File: src/rtl/alu_pkg.sv
// Shared constants for the shared-ALU scheduler: ALUctr codes, R-type func codes, FSM states.
package alu_pkg;

  localparam logic [2:0] AluCtrAnd = 3'b000;
  localparam logic [2:0] AluCtrOr  = 3'b001;
  localparam logic [2:0] AluCtrAdd = 3'b010;
  localparam logic [2:0] AluCtrSub = 3'b110;
  localparam logic [2:0] AluCtrSlt = 3'b111;

  localparam logic [5:0] FuncAnd = 6'b100100;
  localparam logic [5:0] FuncOr  = 6'b100101;
  localparam logic [5:0] FuncAdd = 6'b100000;
  localparam logic [5:0] FuncSub = 6'b100010;
  localparam logic [5:0] FuncSlt = 6'b101010;

  typedef enum logic [1:0] {
    StIdle,
    StIssue,
    StResp
  } state_e;

endpackage

File: src/rtl/alu_share_sched_if.sv
// Request/response and ALU-side signals of the shared-ALU scheduler.
// slave: the scheduler; master: the issue slots and the ALU instance.
interface alu_share_sched_if #(
  parameter int unsigned WIDTH = 32
);
  logic [1:0]         req_valid;
  logic [1:0]         req_ready;
  logic [11:0]        req_func;
  logic [2*WIDTH-1:0] req_a;
  logic [2*WIDTH-1:0] req_b;
  logic [1:0]         rsp_valid;
  logic [1:0]         rsp_ready;
  logic [WIDTH-1:0]   rsp_result;
  logic               rsp_zero;
  logic               rsp_illegal;
  logic               rsp_ovf;
  logic [2:0]         alu_ctr;
  logic [WIDTH-1:0]   alu_a;
  logic [WIDTH-1:0]   alu_b;
  logic [WIDTH-1:0]   alu_result;
  logic               alu_zero;

  modport slave (
    input  req_valid, req_func, req_a, req_b, rsp_ready, alu_result, alu_zero,
    output req_ready, rsp_valid, rsp_result, rsp_zero, rsp_illegal, rsp_ovf,
    output alu_ctr, alu_a, alu_b
  );

  modport master (
    output req_valid, req_func, req_a, req_b, rsp_ready, alu_result, alu_zero,
    input  req_ready, rsp_valid, rsp_result, rsp_zero, rsp_illegal, rsp_ovf,
    input  alu_ctr, alu_a, alu_b
  );
endinterface

File: src/rtl/alu_func_dec.sv
// R-type func to ALUctr decoder; unsupported funcs report legal_o=0.
module alu_func_dec
  import alu_pkg::*;
(
  input  logic [5:0] func_i,
  output logic       legal_o,
  output logic [2:0] ctr_o
);

  // Pure lookup of the five supported ops
  always_comb begin
    legal_o = 1'b1;
    ctr_o   = AluCtrAnd;
    case (func_i)
      FuncAnd: ctr_o = AluCtrAnd;
      FuncOr:  ctr_o = AluCtrOr;
      FuncAdd: ctr_o = AluCtrAdd;
      FuncSub: ctr_o = AluCtrSub;
      FuncSlt: ctr_o = AluCtrSlt;
      default: legal_o = 1'b0;
    endcase
  end

endmodule

File: src/rtl/alu_share_sched.sv
// Round-robin scheduler sharing one ALU between two requesters.
// Optional feature: define ALU_OVF_CHK_EN to capture signed overflow on ADD/SUB into rsp_ovf.
module alu_share_sched
  import alu_pkg::*;
#(
  parameter int unsigned WIDTH   = 32,
  parameter int unsigned ALU_LAT = 0
) (
  input logic              clk,
  input logic              rst,
  alu_share_sched_if.slave bus
);

  // cnt 0 is the grant cycle; cnt 1..LastCnt are the cycles the ALU operands are driven
  localparam logic [2:0] LastCnt = 3'(ALU_LAT + 1);

  state_e           state_q, state_d;
  logic             ptr_q, ptr_d;
  logic             gnt_q, gnt_d;
  logic [2:0]       cnt_q, cnt_d;
  logic [2:0]       op_ctr_q, op_ctr_d;
  logic [WIDTH-1:0] op_a_q, op_a_d;
  logic [WIDTH-1:0] op_b_q, op_b_d;
  logic [1:0]       req_ready_q, req_ready_d;
  logic [1:0]       rsp_valid_q, rsp_valid_d;
  logic [WIDTH-1:0] result_q, result_d;
  logic             zero_q, zero_d;
  logic             illegal_q, illegal_d;
  logic [2:0]       alu_ctr_q, alu_ctr_d;
  logic [WIDTH-1:0] alu_a_q, alu_a_d;
  logic [WIDTH-1:0] alu_b_q, alu_b_d;

  logic             gnt_sel;
  logic [5:0]       func_sel;
  logic             dec_legal;
  logic [2:0]       dec_ctr;

  // Arbitration: pointer only breaks ties when both requesters are valid
  always_comb begin
    gnt_sel  = (&bus.req_valid) ? ptr_q : bus.req_valid[1];
    func_sel = gnt_sel ? bus.req_func[11:6] : bus.req_func[5:0];
  end

  alu_func_dec u_dec (
    .func_i  (func_sel),
    .legal_o (dec_legal),
    .ctr_o   (dec_ctr)
  );

  // Next-state and registered-output logic
  always_comb begin
    state_d     = state_q;
    ptr_d       = ptr_q;
    gnt_d       = gnt_q;
    cnt_d       = cnt_q;
    op_ctr_d    = op_ctr_q;
    op_a_d      = op_a_q;
    op_b_d      = op_b_q;
    req_ready_d = 2'b00;
    rsp_valid_d = rsp_valid_q;
    result_d    = result_q;
    zero_d      = zero_q;
    illegal_d   = illegal_q;
    alu_ctr_d   = AluCtrAnd;
    alu_a_d     = '0;
    alu_b_d     = '0;
    unique case (state_q)
      StIdle: begin
        if (|bus.req_valid) begin
          req_ready_d = gnt_sel ? 2'b10 : 2'b01;
          gnt_d       = gnt_sel;
          ptr_d       = ~gnt_sel;
          op_ctr_d    = dec_ctr;
          op_a_d      = gnt_sel ? bus.req_a[2*WIDTH-1:WIDTH] : bus.req_a[WIDTH-1:0];
          op_b_d      = gnt_sel ? bus.req_b[2*WIDTH-1:WIDTH] : bus.req_b[WIDTH-1:0];
          cnt_d       = 3'd0;
          state_d     = dec_legal ? StIssue : StResp;
        end
      end
      StIssue: begin
        if (cnt_q == LastCnt) begin
          result_d    = bus.alu_result;
          zero_d      = bus.alu_zero;
          illegal_d   = 1'b0;
          rsp_valid_d = gnt_q ? 2'b10 : 2'b01;
          state_d     = StResp;
        end else begin
          cnt_d     = cnt_q + 3'd1;
          alu_ctr_d = op_ctr_q;
          alu_a_d   = op_a_q;
          alu_b_d   = op_b_q;
        end
      end
      StResp: begin
        // Entering RESP with no response raised yet means the op was illegal
        if (rsp_valid_q == 2'b00) begin
          result_d    = '0;
          zero_d      = 1'b0;
          illegal_d   = 1'b1;
          rsp_valid_d = gnt_q ? 2'b10 : 2'b01;
        end else if (bus.rsp_ready[gnt_q]) begin
          rsp_valid_d = 2'b00;
          state_d     = StIdle;
        end
      end
      default: state_d = StIdle;
    endcase
  end

  // State and output registers
  always_ff @(posedge clk) begin
    if (rst) begin
      state_q     <= StIdle;
      ptr_q       <= 1'b0;
      gnt_q       <= 1'b0;
      cnt_q       <= 3'd0;
      op_ctr_q    <= AluCtrAnd;
      op_a_q      <= '0;
      op_b_q      <= '0;
      req_ready_q <= 2'b00;
      rsp_valid_q <= 2'b00;
      result_q    <= '0;
      zero_q      <= 1'b0;
      illegal_q   <= 1'b0;
      alu_ctr_q   <= AluCtrAnd;
      alu_a_q     <= '0;
      alu_b_q     <= '0;
    end else begin
      state_q     <= state_d;
      ptr_q       <= ptr_d;
      gnt_q       <= gnt_d;
      cnt_q       <= cnt_d;
      op_ctr_q    <= op_ctr_d;
      op_a_q      <= op_a_d;
      op_b_q      <= op_b_d;
      req_ready_q <= req_ready_d;
      rsp_valid_q <= rsp_valid_d;
      result_q    <= result_d;
      zero_q      <= zero_d;
      illegal_q   <= illegal_d;
      alu_ctr_q   <= alu_ctr_d;
      alu_a_q     <= alu_a_d;
      alu_b_q     <= alu_b_d;
    end
  end

`ifdef ALU_OVF_CHK_EN
  logic ovf_q;
  logic ovf_calc;
  logic capture;
  logic sign_a, sign_b, sign_r;

  assign capture = (state_q == StIssue) && (cnt_q == LastCnt);

  // Signed overflow from the latched operands and the ALU result; non-arithmetic ops never overflow
  always_comb begin
    sign_a   = op_a_q[WIDTH-1];
    sign_b   = op_b_q[WIDTH-1];
    sign_r   = bus.alu_result[WIDTH-1];
    ovf_calc = 1'b0;
    if (op_ctr_q == AluCtrAdd) begin
      ovf_calc = (sign_a == sign_b) && (sign_r != sign_a);
    end else if (op_ctr_q == AluCtrSub) begin
      ovf_calc = (sign_a != sign_b) && (sign_r != sign_a);
    end
  end

  // Overflow flag is captured alongside the result and cleared for illegal responses
  always_ff @(posedge clk) begin
    if (rst) begin
      ovf_q <= 1'b0;
    end else if (capture) begin
      ovf_q <= ovf_calc;
    end else if ((state_q == StResp) && (rsp_valid_q == 2'b00)) begin
      ovf_q <= 1'b0;
    end
  end

  assign bus.rsp_ovf = ovf_q;
`else
  assign bus.rsp_ovf = 1'b0;
`endif

  assign bus.req_ready   = req_ready_q;
  assign bus.rsp_valid   = rsp_valid_q;
  assign bus.rsp_result  = result_q;
  assign bus.rsp_zero    = zero_q;
  assign bus.rsp_illegal = illegal_q;
  assign bus.alu_ctr     = alu_ctr_q;
  assign bus.alu_a       = alu_a_q;
  assign bus.alu_b       = alu_b_q;

endmodule

File: src/flat_wrapper.sv
// flat-port wrapper written by rule: the top's interface ports become plain ports
module alu_share_sched_flat import alu_pkg::*;
#(
  parameter int unsigned WIDTH   = 32,
  parameter int unsigned ALU_LAT = 0
)
  (clk, rst, bus_req_valid, bus_req_func, bus_req_a, bus_req_b, bus_rsp_ready, bus_alu_result, bus_alu_zero, bus_req_ready, bus_rsp_valid, bus_rsp_result, bus_rsp_zero, bus_rsp_illegal, bus_rsp_ovf, bus_alu_ctr, bus_alu_a, bus_alu_b);
  alu_share_sched_if #(.WIDTH(WIDTH)) bus_i ();
  input logic clk;
  input logic rst;
  input wire logic [$bits(bus_i.req_valid)-1:0] bus_req_valid;
  input wire logic [$bits(bus_i.req_func)-1:0] bus_req_func;
  input wire logic [$bits(bus_i.req_a)-1:0] bus_req_a;
  input wire logic [$bits(bus_i.req_b)-1:0] bus_req_b;
  input wire logic [$bits(bus_i.rsp_ready)-1:0] bus_rsp_ready;
  input wire logic [$bits(bus_i.alu_result)-1:0] bus_alu_result;
  input wire logic [$bits(bus_i.alu_zero)-1:0] bus_alu_zero;
  output wire logic [$bits(bus_i.req_ready)-1:0] bus_req_ready;
  output wire logic [$bits(bus_i.rsp_valid)-1:0] bus_rsp_valid;
  output wire logic [$bits(bus_i.rsp_result)-1:0] bus_rsp_result;
  output wire logic [$bits(bus_i.rsp_zero)-1:0] bus_rsp_zero;
  output wire logic [$bits(bus_i.rsp_illegal)-1:0] bus_rsp_illegal;
  output wire logic [$bits(bus_i.rsp_ovf)-1:0] bus_rsp_ovf;
  output wire logic [$bits(bus_i.alu_ctr)-1:0] bus_alu_ctr;
  output wire logic [$bits(bus_i.alu_a)-1:0] bus_alu_a;
  output wire logic [$bits(bus_i.alu_b)-1:0] bus_alu_b;
  assign bus_i.req_valid = bus_req_valid;
  assign bus_i.req_func = bus_req_func;
  assign bus_i.req_a = bus_req_a;
  assign bus_i.req_b = bus_req_b;
  assign bus_i.rsp_ready = bus_rsp_ready;
  assign bus_i.alu_result = bus_alu_result;
  assign bus_i.alu_zero = bus_alu_zero;
  assign bus_req_ready = bus_i.req_ready;
  assign bus_rsp_valid = bus_i.rsp_valid;
  assign bus_rsp_result = bus_i.rsp_result;
  assign bus_rsp_zero = bus_i.rsp_zero;
  assign bus_rsp_illegal = bus_i.rsp_illegal;
  assign bus_rsp_ovf = bus_i.rsp_ovf;
  assign bus_alu_ctr = bus_i.alu_ctr;
  assign bus_alu_a = bus_i.alu_a;
  assign bus_alu_b = bus_i.alu_b;
  alu_share_sched #(.WIDTH(WIDTH), .ALU_LAT(ALU_LAT)) u_core (.clk(clk), .rst(rst), .bus(bus_i));
endmodule
File: config.mk
export PLATFORM = sky130hd
export DESIGN_NAME = alu_share_sched_flat
export DESIGN_NICKNAME = d
export VERILOG_FILES = /design/src/rtl/alu_pkg.sv /design/src/rtl/alu_share_sched_if.sv /design/src/rtl/alu_func_dec.sv /design/src/rtl/alu_share_sched.sv /design/src/flat_wrapper.sv
export SDC_FILE = /design/constraint.sdc
export NUM_CORES = 1
export LEC_CHECK = 0
export CAP_MARGIN = 15
export CORE_UTILIZATION = 37
export DETAILED_ROUTE_END_ITERATION = 7
export PLACE_DENSITY = 0.76
export REMOVE_ABC_BUFFERS = 1
export SLEW_MARGIN = 40
export SYNTH_ARGS = -nofsm -noshare
export SYNTH_HDL_FRONTEND = slang
export SYNTH_SLANG_ARGS = --single-unit
File: constraint.sdc
create_clock -name clk -period 1.5 [get_ports clk]
set_input_delay 0.225 -clock clk [delete_from_list [all_inputs] [get_ports clk]]
set_output_delay 0.225 -clock clk [all_outputs]
set_load 0.01 [all_outputs]
==> results.toml <==
[layout]
stdcell_area_sq_mm = 0.0109
seq_area_sq_mm = 0.00359
fillCellCount = 1234
area_delta_synth_final_pct = 79.2
drive_gt1_frac = 0.190
postLayoutCoreUtil = 0.683
multiInputGateArea_sq_mm = 0.00256
fin_nets = 1099

[worst_setup_path]
crit_path_frequent_cell = "buf_6"
r2r_setup_slack_ps = -220
cp_max_fo = 5
cp_cell_sequence = "inv_2 -> buf_6 -> ha_4 -> a21boi_4 -> buf_6 -> nor2b_4 -> buf_6 -> buf_12 -> a22oi_2 -> nor2_1"
worstSetupPathType = "register to register"
critPathCaptureType = "register"
slowest_delay_ps = 350
crit_path_top_delay_cell = "dfxtp_2"
arrival_ps = 2080
cp-start-kind = "register"
cp.required_ps = 1860

[timing]
fmax_mhz = 580
setup_violations = 167
rsz0062_at_grt = "yes"
period_share = 1.15
fin_worst_skew_ps = 15.7
hold_viol = 0
hold_ws_ps = 127
drv_slew = 0
final.setup.worst_slack_ps = -223
period_needed_ps = 1720

[cts]
postCtsHoldBufs = 0
cts_tree = "built"
clock_latency_ps = 430
cts_buffers = 17
clk_pin_slew_ps = 70
cts_root_buffer = "clkbuf_16"
numClockSinks = 179
h-tree-depth = 4
clock_path_buffers = 2

[synth]
avgSynthCellArea_sq_um = 10.4
ys_ff_latch = 179
seq_area_frac_synth = 0.587
synth_top_area_cell = "dfxtp_1"
synth_area_leaders = "dfxtp_1 (59%), a222oi_1 (10%), and2_1 (7.0%)"
synth_top_cell_area_share = 0.587
synth_warnings = 0
synth_edf_count = 0
syn_inst = 584
ys_types = 48
synth_area_sq_mm = 0.00610
synth_ff_type = "dfxtp_1"
synthArstFlopShare = 0

[pwr]
peakVddDrop_mv = 1.04
leakage_nw = 4.92
power_density_mw_per_mm2 = 1490
totalPowerFinal_mw = 16.3

[detailed_routing]
via_per_inst = 5.21
detail-route-antenna-nets = 0
dr.pass1.iters = 7
num_vias = 5971
drt-total-wl_microns = 22500
detail_route.wl_per_cell_microns = 19.7
drt_iter0_drc = 517
drc = 0

[placed_design]
post-dp-hpwl_microns = 12600
pre_cts_ws_ps = -481
placed_area_sq_mm = 0.00939
gp_congestion = 0.802
io_buffer_count = 283

[die]
die_width_microns = 130
dieArea_sq_mm = 0.0170
die_y_microns = 130
pin_count = 285
core_area_sq_mm = 0.0160
rows = 46
initial_core_util = 0.381

[run_status]
violations = "negative setup slack"
status = "finished with violations"

[global_routing]
grt_pass1_vias = 5992
antenna_found_initial = 1
grt_first_pass_wirelength_microns = 31700
grt_max_degree = 62
grt.total_usage = 0.249
overflow = 0

[min_path]
hold_path_class = "input port to register"

[job]
drv_cap = 0
-- repair_timing --
item	in CTS	in global routing
hold endpoints to repair	0	0
gates cloned	12	4
buffers inserted	16	7
setup endpoints to repair	229	190
resized for setup	167	36
pin swaps	38	45
-- cell usage in the layout (no fill, tap or decap), types with 22 or more instances in the layout --
cell type        synthesis  routed
and2_1                  68      66
clkbuf_16                0      22
a222oi_1                64      64
dfxtp_1                179     175
nor2_1                 112     109
buf_4                    6      32
a22oi_2                  0      32
clkdlybuf4s50_1          0     177
dlygate4sd2_1            0      90
-- stage by stage --
stage	std cells	setup TNS [ps]
after floorplan	536	-238800
after global placement	1076	-34290
after detailed placement	1076	-36670
after CTS	1135	-11680
after global routing	1145	-32950
final	1145	-21790
-- cell families (layout without fill, tap and decap cells) --
group	count (synthesis)	after routing	synth area share
xor+xnor	2	2	0.00287
simple gates	214	214	0.172
buf+inv	57	401	0.0463
fa+ha+maj	5	5	0.0103
compound gates	125	125	0.179
other cells	1	2	0.000615
flops	179	179	0.587
mux	1	1	0.00164
-- metal layers --
layer  global-route usage  up-vias  wire length (microns)
met2                0.447      296                  11600
li1                     -     2787                      -
met1                0.272     2831                   8290
met3               0.0672       57                   1900
met5                    0        -                      0
met4                0.118        0                    782
-- power breakdown --
part	switching (mW)	internal (mW)
combinational	2.69	3.33
sequential	0.391	5.42
clock	2.06	2.42
total	5.14	11.2
-- cell usage after synthesis (all sizes together), types with 2 or more instances --
cell type	count
ha	5
nor2	114
a32oi	2
dfxtp	179
nor2b	3
nand2	9
a21oi	7
nor3	7
nor3b	2
a222oi	64
a211oi	3
a22oi	33
inv	9
o21ai	5
nand3	3
and2	68
buf	18
clkbuf	30
nand2b	3
-- flip-flops by register name, indices dropped and copies added (netlist names) --
| signal | count |
|---|---|
| u_core.bus.rsp_illegal | 1 |
| u_core.gnt_q | 1 |
| u_core.bus.alu_a | 32 |
| u_core.bus.req_ready | 2 |
| u_core.bus.rsp_result | 32 |
| u_core.op_ctr_q | 3 |
| u_core.bus.rsp_valid | 2 |
| u_core.cnt_q | 3 |
| u_core.state_q | 2 |
| u_core.bus.alu_ctr | 3 |
| u_core.bus.rsp_zero | 1 |
| u_core.op_b_q | 32 |
| u_core.ptr_q | 1 |
| u_core.bus.alu_b | 32 |
| u_core.op_a_q | 32 |
-- path summary, 6_finish.rpt --
kind	end	depth (start not counted)	start
worst min-delay path	u_core.bus.rsp_result[22]$_SDFFE_PP0P_	2	rst
worst max register to register	u_core.bus.rsp_result[25]$_SDFFE_PP0P_	10	u_core.state_q[1]$_SDFFE_PP0P_
worst min register to register	u_core.bus.alu_a[4]$_SDFF_PP0_	1	u_core.op_a_q[4]$_SDFFE_PP0P_
worst max-delay path	u_core.bus.rsp_result[25]$_SDFFE_PP0P_	10	u_core.state_q[1]$_SDFFE_PP0P_
-- final cells by class --
| cell class | instances | area share |
|---|---|---|
| multi-input combinational | 348 | 0.234 |
| antenna | 1 | 0.000229 |
| tap | 216 | 0.0247 |
| sequential | 179 | 0.328 |
| clock inverter | 14 | 0.0145 |
| clock buffer | 18 | 0.0402 |
| inverter | 9 | 0.00309 |
| timing repair buffer | 360 | 0.355 |
-- worst max-delay path: cells and delay by family (launching register included) --
kind	cells	cell delay (ps)
adder cells (fa/ha/maj)	1	160
buffers and inverters	5	590
AO/OA/AOI/OAI	2	260
flip-flops	1	350
AND/OR/NAND/NOR	2	290
Power figures use the tool's default switching activity.
==> RTL change (config.mk and constraints unchanged) <==
Re-encode `state_e` (3 states) as one-hot, 3 bits wide.
--- a/src/rtl/alu_pkg.sv
+++ b/src/rtl/alu_pkg.sv
@@ -13,10 +13,10 @@
   localparam logic [5:0] FuncSub = 6'b100010;
   localparam logic [5:0] FuncSlt = 6'b101010;
 
-  typedef enum logic [1:0] {
-    StIdle,
-    StIssue,
-    StResp
+  typedef enum logic [2:0] {
+    StIdle  = 3'b001,
+    StIssue = 3'b010,
+    StResp  = 3'b100
   } state_e;
 
 endpackage
Check against the original RTL: same outputs for any inputs over 4 cycles, from zero or initial values and one cycle with rst high; so few cycles prove little.
==> RTL change against the original RTL <==
- the run still ends with setup timing left
- utilization shrank 1.8 points
- die area grew 1.5%
- count of clock-buffer cells in the layout grew 1
- clock skew shrank 0.0039 ns
- first-iteration DRC count shrank 49%
- worst setup slack gained 0.066 ns
- cell area shrank 2.0%
- synthesized area grew 1.5%
- critical path depth shrank 5
- wire length shrank 14%
- fmax grew 4.0%
- sequential cell count grew 1
- highest routed layer unchanged
Power is not compared: it rests on default switching activity, and its combinational part moved more than twofold at a synthesized area within 25%.
==> RTL change: results (changes against the original RTL) <==
- Vias per cell: 4.909 (-5.9%)
- Place WS: -0.6194 ns (-0.1389 ns)
- Slowest stage delay, CP: 0.57 ns (+0.22 ns)
- Drt first pass iters: 4 (-3)
- Top delay family on crit path: simple AND/OR/NAND/NOR gates
- Synth top cells by count: 180 x dfxtp_1, 133 x and2_1, 66 x a221o_1, 41 x nor2_1, 35 x a22oi_1
- Setup Buffers After CTS: 3 (-13)
- CP Max Fanout: 24 (+19)
- Cells after DPL: 1059 (-1.6%)
- Final worst slack: -0.1572 ns (+0.06612 ns)
- Slowest cell on crit path: or4b_4
- Post-CTS sizing: 112 (-33%)
- DR WL met3: 1223 um (-36%)
- M1 WL: 8147 um (-1.7%)
- # setup viols final: 139 (-17%)
- Drt total wl: 19310 um (-14%)
- Peak VDD IR: about 750 uV
- Global-route wire length before repair: 27150 um (-14%)
- Min-Delay Endpoint: u_core.op_a_q[15]
- Met2 usage: 0.3375 (-0.1093)
- Status: finished with violations
- TNS Setup: -11.46 ns (+10.33 ns)
- Failing checks: setup timing
- Capture point of the critical path: u_core.op_b_q[31]
- Worst-case reg-to-reg path depth: 5 (-5)
- Antenna violations before repair: 0 (-1)
- Worst Hold Launch: bus_req_a[15]
- Post-synthesis sequential area ratio: 0.5817 (-0.005546)
- Critical Path Source: u_core.state_q[2]
- Filler cells: 1258 (+1.9%)
- N_diodes: 0 (-1)
- DR iter-0 viols: 262 (-49%)
- RD Place Congestion: 0.8427 (+5.1%)
- Vias in the first global route: 5169 (-14%)
- Met3 global-route usage: 0.05556 (-0.01163)
- GRT met1 Usage: 0.2455 (-0.02669)
- Yosys cell types: 44 (-8.3%)
- Hpwl dp: 11960 um (-5.3%)
- Synth top area cells: dfxtp_1 58%, and2_1 13%, a221o_1 11%
- WHS: 0.4042 ns (+0.2768 ns)
- Tot GR Track Use: 0.2021 (-0.04674)
- Largest net degree at the start of global routing: 42 (-32%)
- Layout cells sized above 1: 0.1531 (-0.03658)
- Post-DP Area: 0.009508 sq mm (+1.2%)
[RTL change: changes by cell type after synthesis, sizes merged, moves of 4 or more]
cell	unedited run	this run
nor2b	3	7
nand2	9	3
nand2b	3	7
or2	0	4
a221o	0	66
inv	9	5
and2	68	134
clkbuf	30	26
nor3	7	0
nor2	114	41
a222oi	64	0
[RTL change: logic make-up (layout without fill, tap and decap cells)]
logic type,Yosys count,in the layout,share of synthesized area
buf+inv,46,378,0.03595
compound gates,122,122,0.1739
simple gates,208,208,0.1971
flops,180,180,0.5817
fa+ha+maj,2,2,0.004039
mux,4,4,0.006665
other cells,1,1,0.0006054
[RTL change: cell type report]
cell class	count	area, sq um	area share
Clock inverter	12	155.1	0.01448
Clock buffer	19	442.9	0.04133
Timing Repair Buffer	342	3642	0.3399
Inverter	5	18.77	0.001751
Tap cell	216	270.3	0.02522
Sequential cell	180	3607	0.3366
Multi-Input combinational cell	337	2580	0.2407
